[src/rtl/seg7_scan_driver.sv]
// seg7_scan_driver: multiplexed N-digit 7-segment driver with tear-free double-buffered loading
module seg7_scan_driver #(
  parameter int N_DIGITS       = 4,
  parameter int CLK_DIV        = 1000,
  parameter bit SEG_ACTIVE_LOW = 1'b0,
  parameter bit AN_ACTIVE_LOW  = 1'b0
) (
  input  logic                  clk,
  input  logic                  rst_n,
  input  logic                  en,
  input  logic                  load,
  input  logic [4*N_DIGITS-1:0] value,
  input  logic [N_DIGITS-1:0]   dp_in,
  input  logic [N_DIGITS-1:0]   blank,
  input  logic                  lz_supp,
  output logic [6:0]            seg,
  output logic                  dp,
  output logic [N_DIGITS-1:0]   an,
  output logic                  frame_tick
);
  localparam int CW = $clog2(CLK_DIV);
  localparam int IW = N_DIGITS > 1 ? $clog2(N_DIGITS) : 1;
  localparam logic [6:0] HEX [16] = '{
    7'b1111110, 7'b0110000, 7'b1101101, 7'b1111001,
    7'b0110011, 7'b1011011, 7'b1011111, 7'b1110000,
    7'b1111111, 7'b1111011, 7'b1110111, 7'b0011111,
    7'b1001110, 7'b0111101, 7'b1001111, 7'b1000111
  };
  logic [CW-1:0]         cnt;
  logic [IW-1:0]         idx;
  logic                  wrap, last, boundary;
  logic [4*N_DIGITS-1:0] pval, dval;
  logic [N_DIGITS-1:0]   pdp, pblank, ddp, dblank;
  logic                  pv;
  logic [N_DIGITS-1:0]   hz;
  logic                  z;
  logic [3:0]            nib;
  logic                  dark;
  logic [6:0]            seg_r;
  logic                  dp_r;
  logic [N_DIGITS-1:0]   an_r;
  assign wrap     = en && cnt == CW'(CLK_DIV - 1);
  assign last     = idx == IW'(N_DIGITS - 1);
  assign boundary = wrap && last;
  always_ff @(posedge clk or negedge rst_n) begin
    if (!rst_n) begin
      cnt <= '0;
      idx <= '0;
    end else if (en) begin
      cnt <= wrap ? '0 : cnt + 1'b1;
      if (wrap) idx <= last ? '0 : idx + 1'b1;
    end
  end
  // A load on the boundary cycle bypasses the pending stage so it is never lost or delayed a frame.
  always_ff @(posedge clk or negedge rst_n) begin
    if (!rst_n) begin
      pval   <= '0;
      pdp    <= '0;
      pblank <= '0;
      pv     <= 1'b0;
      dval   <= '0;
      ddp    <= '0;
      dblank <= '0;
    end else if (boundary) begin
      pv <= 1'b0;
      if (load) {dval, ddp, dblank} <= {value, dp_in, blank};
      else if (pv) {dval, ddp, dblank} <= {pval, pdp, pblank};
    end else if (load) begin
      {pval, pdp, pblank} <= {value, dp_in, blank};
      pv <= 1'b1;
    end
  end
  // hz[k]: digit k and every digit above it are zero.
  always_comb begin
    hz = '0;
    z  = 1'b1;
    for (int k = N_DIGITS - 1; k >= 0; k--) begin
      z     = z && dval[4*k +: 4] == 4'd0;
      hz[k] = z;
    end
  end
  assign nib  = dval[4*idx +: 4];
  assign dark = dblank[idx] || (lz_supp && idx != '0 && hz[idx]);
  always_ff @(posedge clk or negedge rst_n) begin
    if (!rst_n) begin
      seg_r      <= '0;
      dp_r       <= 1'b0;
      an_r       <= '0;
      frame_tick <= 1'b0;
    end else begin
      seg_r      <= en && !dark ? HEX[nib] : '0;
      dp_r       <= en && ddp[idx] && !dblank[idx];
      an_r       <= en ? N_DIGITS'(1) << idx : '0;
      frame_tick <= boundary;
    end
  end
  assign seg = seg_r ^ {7{SEG_ACTIVE_LOW}};
  assign dp  = dp_r ^ SEG_ACTIVE_LOW;
  assign an  = an_r ^ {N_DIGITS{AN_ACTIVE_LOW}};
endmodule

[config.mk]
export PLATFORM = sky130hd
export DESIGN_NAME = seg7_scan_driver
export DESIGN_NICKNAME = d
export VERILOG_FILES = /design/src/rtl/seg7_scan_driver.sv
export SDC_FILE = /design/constraint.sdc
export NUM_CORES = 1
export LEC_CHECK = 0
export BUFFER_PORTS_ARGS = -buffer_cell sky130_fd_sc_hd__buf_4
export CORE_ASPECT_RATIO = 0.7
export CORE_MARGIN = 3
export CORE_UTILIZATION = 48
export DETAILED_ROUTE_END_ITERATION = 7
export PLACE_DENSITY = 0.68
export SLEW_MARGIN = 20
export SYNTH_ARGS = -nofsm -noshare
export SYNTH_HDL_FRONTEND = slang
export SYNTH_SLANG_ARGS = --single-unit
[constraint.sdc]
create_clock -name clk -period 5.3 [get_ports clk]
set_input_delay 0.795 -clock clk [delete_from_list [all_inputs] [get_ports clk]]
set_output_delay 0.795 -clock clk [all_outputs]
set_load 0.1 [all_outputs]
# Word level (Yosys, flattened, before mapping)
# Memories as Yosys holds them, arrays and structs flattened.
# Index checks and enable logic that the tools add are counted.
# totals
reg_bits	74
word_cells	67
romBits	112
output_inout_bits	13
inputBits	29
mem_count	1
# memory_table
memory	words	word_bits	rd	rd_ports_with_merged_regs	wr	line_no	rtl
(name not given)	16	7	1	0	0	91	seg_r <= en && !dark ? HEX[nib] : '0;
# classes
bitwise	2
n_mux	20
reduce_logical	23
eq_ne	2
addsub	2
order_cmp	2
shift	2
# ops
op	count
16-bit two-way mux	2
7-bit two-way mux	3
4-bit two-way mux	5
4-bit logical NOT	4
16-bit by 5-bit indexed part select with 4-bit output	1
10-bit by 1-bit adder with 10-bit output (second input constant)	1
10-bit == test (second input constant)	1
1-bit logical AND	10
10-bit two-way mux	1
1-bit binary-select mux with 2-bit select	3
2-bit AND reduction	3
2-bit nonzero test	3
5-bit >= comparator (second input constant)	1
1-bit two-way mux	5
4-bit inverter with 5-bit output	1
1-bit by 2-bit left shift with 4-bit output (first input constant)	1
2-bit by 3-bit < comparator with 1-bit output (second input constant)	1
2-bit by 1-bit adder with 2-bit output (second input constant)	1
2-bit == test (second input constant)	1
1-bit logical NOT	2
2-bit two-way mux	1
1-bit logical OR	1
1-bit inverter	1

# Depth between registers and ports, before layout
# depth
depth_word	11
depth_mapped	9

# Least setup slack after synthesis
# No wires, ideal clock.
# synth_timing
path_type	reg2reg
from	register idx[1]
to	register seg_r[6] (netlist: seg[6])
n_path_buf	1
setup_time_ns	0.147
t_required_ns	5.153
arrival_time_ns	2.076
setup_slack_ns	3.077
stages_incl_launch_ff	9
path_cell_list	dfrtp_1 buf_6 mux2_2 o21ai_0 ha_1 inv_1 or4b_1 nand3_1 a311oi_1
# synth_via
elab_chain_len	7
# synth_rtl
item	line_no	rtl
from (decl)	30	logic [IW-1:0] idx;
from (signal assigned)	51	if (wrap) idx <= last ? '0 : idx + 1'b1;
branches (longest 6 deep; another with memory read 16 x 7 bit)	-	
7-bit two-way mux *	91	
to (signal assigned)	91	
to (decl)	39	logic [6:0] seg_r;
# Mark *: on every way between the ends. The select of a mux whose other input is x is not followed.
# A chain may end at the register's enable or synchronous reset.

# Worst setup path after layout
# Same ends and word-level chain as after synthesis.

==> impl_results.md <==
* Crit-path max cell delay at 0.75 ns
* First-pass iteration count of the detailed router at 4
* Dpl ws at 2.39 ns
* Status: complete, no violations
* Setup CP Type: flop to flop
* Routed WL at 6410 um
* Synthesis-to-layout area growth at 15.9%
* Die W at 109 um
* Routed length per placed instance at 14.4 um
* HP Class: flop to flop
* Min cycle time layout at 2.82 ns
* HPWL Detailed at 4440 um
* Cell family with most CP delay: flip-flops
* Grt ovf at 0
* Area contributors post-synth: dfrtp_1 51%, mux2i_1 7.8%, mux2_1 6.3%
* Std-Cell Rows at 25
* Clk pin slew, worst setup/hold paths at 0.07 ns
* Worst Skew at 0.0106 ns
* EDFF count, synth at 0
* Syn_area_per_cell at 11.7 um2
* Mapped Nets at 346
* Cell count after placement at 429
* Die Ht at 78.4 um
* Number of global-route vias before repair at 2,290
* Detail Route Antenna Nets at 0
* DRC at 0
* CTS Root Cell: clkbuf_8
* Slew HR at 39.3%
* Gp weighted congestion at 0.741
* Antenna diodes at 0
* Data required time at the worst endpoint at 5.50 ns
* DRT iter0 DRCs at 126
* Core Footprint at 7010 um2
* Cell Pwr Density at 308 nW/um2
* FFs w/ async S/R, synth at 100%
* Insertion delay to the later sink of the worst-skew pair at 0.34 ns
* Final slew viol count at 0
* GRT Util Overall at 16.8%
* Main synth FF type: dfrtp_1
* CTS H-tree lvls at 3
* Port Buffers at 41
* Psw at 316 uW
* Layout Cells excl Fill at 445
* Slew @ Worst Pin at 0.911 ns
* Via density at 5.22
* Crit end category: flop
* Final WS setup at 2.48 ns
* Initial antenna violation count at 0
* Initial core utilization at 51.4%
* Final Hold Fails at 0
* Fin crit share at 53.1%
* Sequential fraction of the synthesis area at 51.5%
* CTS Hold Bufs at 0
* CTS max path bufs at 2
* Share of the synthesized area in the top cell type at 51.5%
* Peak VDD IR at 0.181 mV
* Critical Path Source Type: flop
* Combinational power share at 11.4%
* Mapped Cells at 307
* First-pass GRT wire length at 11,200 um
* Lkg Pwr at 0.00195 uW
* Seq pwr share at 50.3%
* Most frequent cells in the layout: 74 x dfrtp_1, 43 x buf_4, 37 x nand2_1, 30 x o21ai_0, 28 x mux2i_1
* RSZ-0062 raised after global routing: no
* Clock sink count at 74
* CP cell instances: mux2_2 > o21ai_0 > ha_1 > inv_1 > or4b_1 > nand3_1 > a311oi_1
* Max Cap Violations at 0
* CTS resizes at 0
* Setup TNS at 0 ns
* Worst Path Arrival at 3.01 ns
* Synth cell types at 44
* Int Power at 967 uW
* Max stage delay cell, worst path: dfrtp_1
* Worst path bufs/invs at 1
* Commonest non-fill, non-tap cell in the layout: dfrtp_1
* Mapped Area at 3600 um2
* Crit path max fanout at 14
* Area leader, netlist: dfrtp_1
* Yosys reg bits at 74
* # nets final at 385
* Total vias in the final route at 2,322
* Largest net degree at the start of global routing at 75
* YS warnings at 0
* I/O Pins at 42
* Setup Viol. Count Final at 0
* Die area at 8590 um2
* Clock power frac at 38.3%
* # Post-CTS Setup Buffers at 0
* CTS tree: done
* Share of cells above drive strength 1 at 23.1%
* CTS Buf Count at 9
* Switching part of the total power at 24.6%
* Fmax at 355 MHz
## path summary, 6_finish.rpt
kind | startpoint | end | slack, ns | depth (start not counted)
max in group asynchronous | rst_n | pval[0]$_DFFE_PN0P_ | 4.13 | 1
worst max-delay path | idx[1]$_DFFE_PN0P_ | seg[6]$_DFF_PN0_ | 2.48 | 7
worst max register to register | idx[1]$_DFFE_PN0P_ | seg[6]$_DFF_PN0_ | 2.48 | 7
min in group asynchronous | rst_n | cnt[8]$_DFFE_PN0P_ | 0.58 | 1
worst min-delay path | cnt[9]$_DFFE_PN0P_ | cnt[9]$_DFFE_PN0P_ | 0.48 | 1
worst min register to register | cnt[9]$_DFFE_PN0P_ | cnt[9]$_DFFE_PN0P_ | 0.48 | 1
## metal layers
metal / up-vias / track usage, % / part of all wire [%]
li1: 1158 / - / -
met3: 6 / 5.75 / 4.6
met1: 1116 / 23.8 / 50
met4: 0 / 4.11 / 0.86
met5: - / 0 / 0
met2: 42 / 24.7 / 44
## cells in the mapped netlist, drive strengths merged, types with 4 or more instances
library cell / number
xnor2: 7
nor2: 15
and2: 5
inv: 6
o21ai: 32
dfrtp: 74
mux2i: 29
nand3: 5
ha: 10
mux4: 4
mux2: 32
nand2: 37
clkbuf: 7
buf: 8
## sequential cells by signal (all words and copies together), names as in the netlist
| register | count |
|---|---|
| idx | 2 |
| dblank | 4 |
| cnt | 10 |
| dp | 1 |
| frame_tick | 1 |
| an | 4 |
| dval | 16 |
| ddp | 4 |
| seg | 7 |
| pval | 16 |
| pblank | 4 |
| pv | 1 |
| pdp | 4 |
## power by group through the flow
| stage | combinational (uW) | clock (uW) | sequential [uW] |
|---|---|---|---|
| 2_1_floorplan | 85.4 | 0 | 668 |
| 3_3_place_gp | 147 | 0 | 655 |
| 3_5_place_dp | 150 | 0 | 657 |
| 6_report | 147 | 491 | 646 |
| 5_1_grt | 166 | 531 | 654 |
| 4_1_cts | 150 | 507 | 646 |
## logic make-up after synthesis
logic type / share of synthesized area (%)
simple gates: 11.1
flops: 51.5
mux: 21.0
compound gates: 7.23
buf+inv: 3.30
xor+xnor: 2.43
fa+ha+maj: 3.48
## through the flow
step | cell area [um2] | power [uW] | hold WS (ns) | utilization (%)
final | 4170 | 1280 | 0.476 | 59.5
after global routing | 4170 | 1350 | 0.502 | 59.5
after CTS | 4170 | 1300 | 0.481 | 59.5
after detailed placement | 3940 | 807 | 0.469 | 56.3
after global placement | 3940 | 802 | 0.461 | 56.3
after floorplan | 3600 | 754 | 0.443 | -
## final cells by class
cell class,instances,area [um2]
clock buffer,12,155
clock inverter,4,73.8
fill,622,2840
inverter,6,22.5
multi-input combinational,212,1630
sequential,74,1850
tap,94,118
timing repair buffer,43,323
Note: power is estimated with default switching activity, not from simulation.
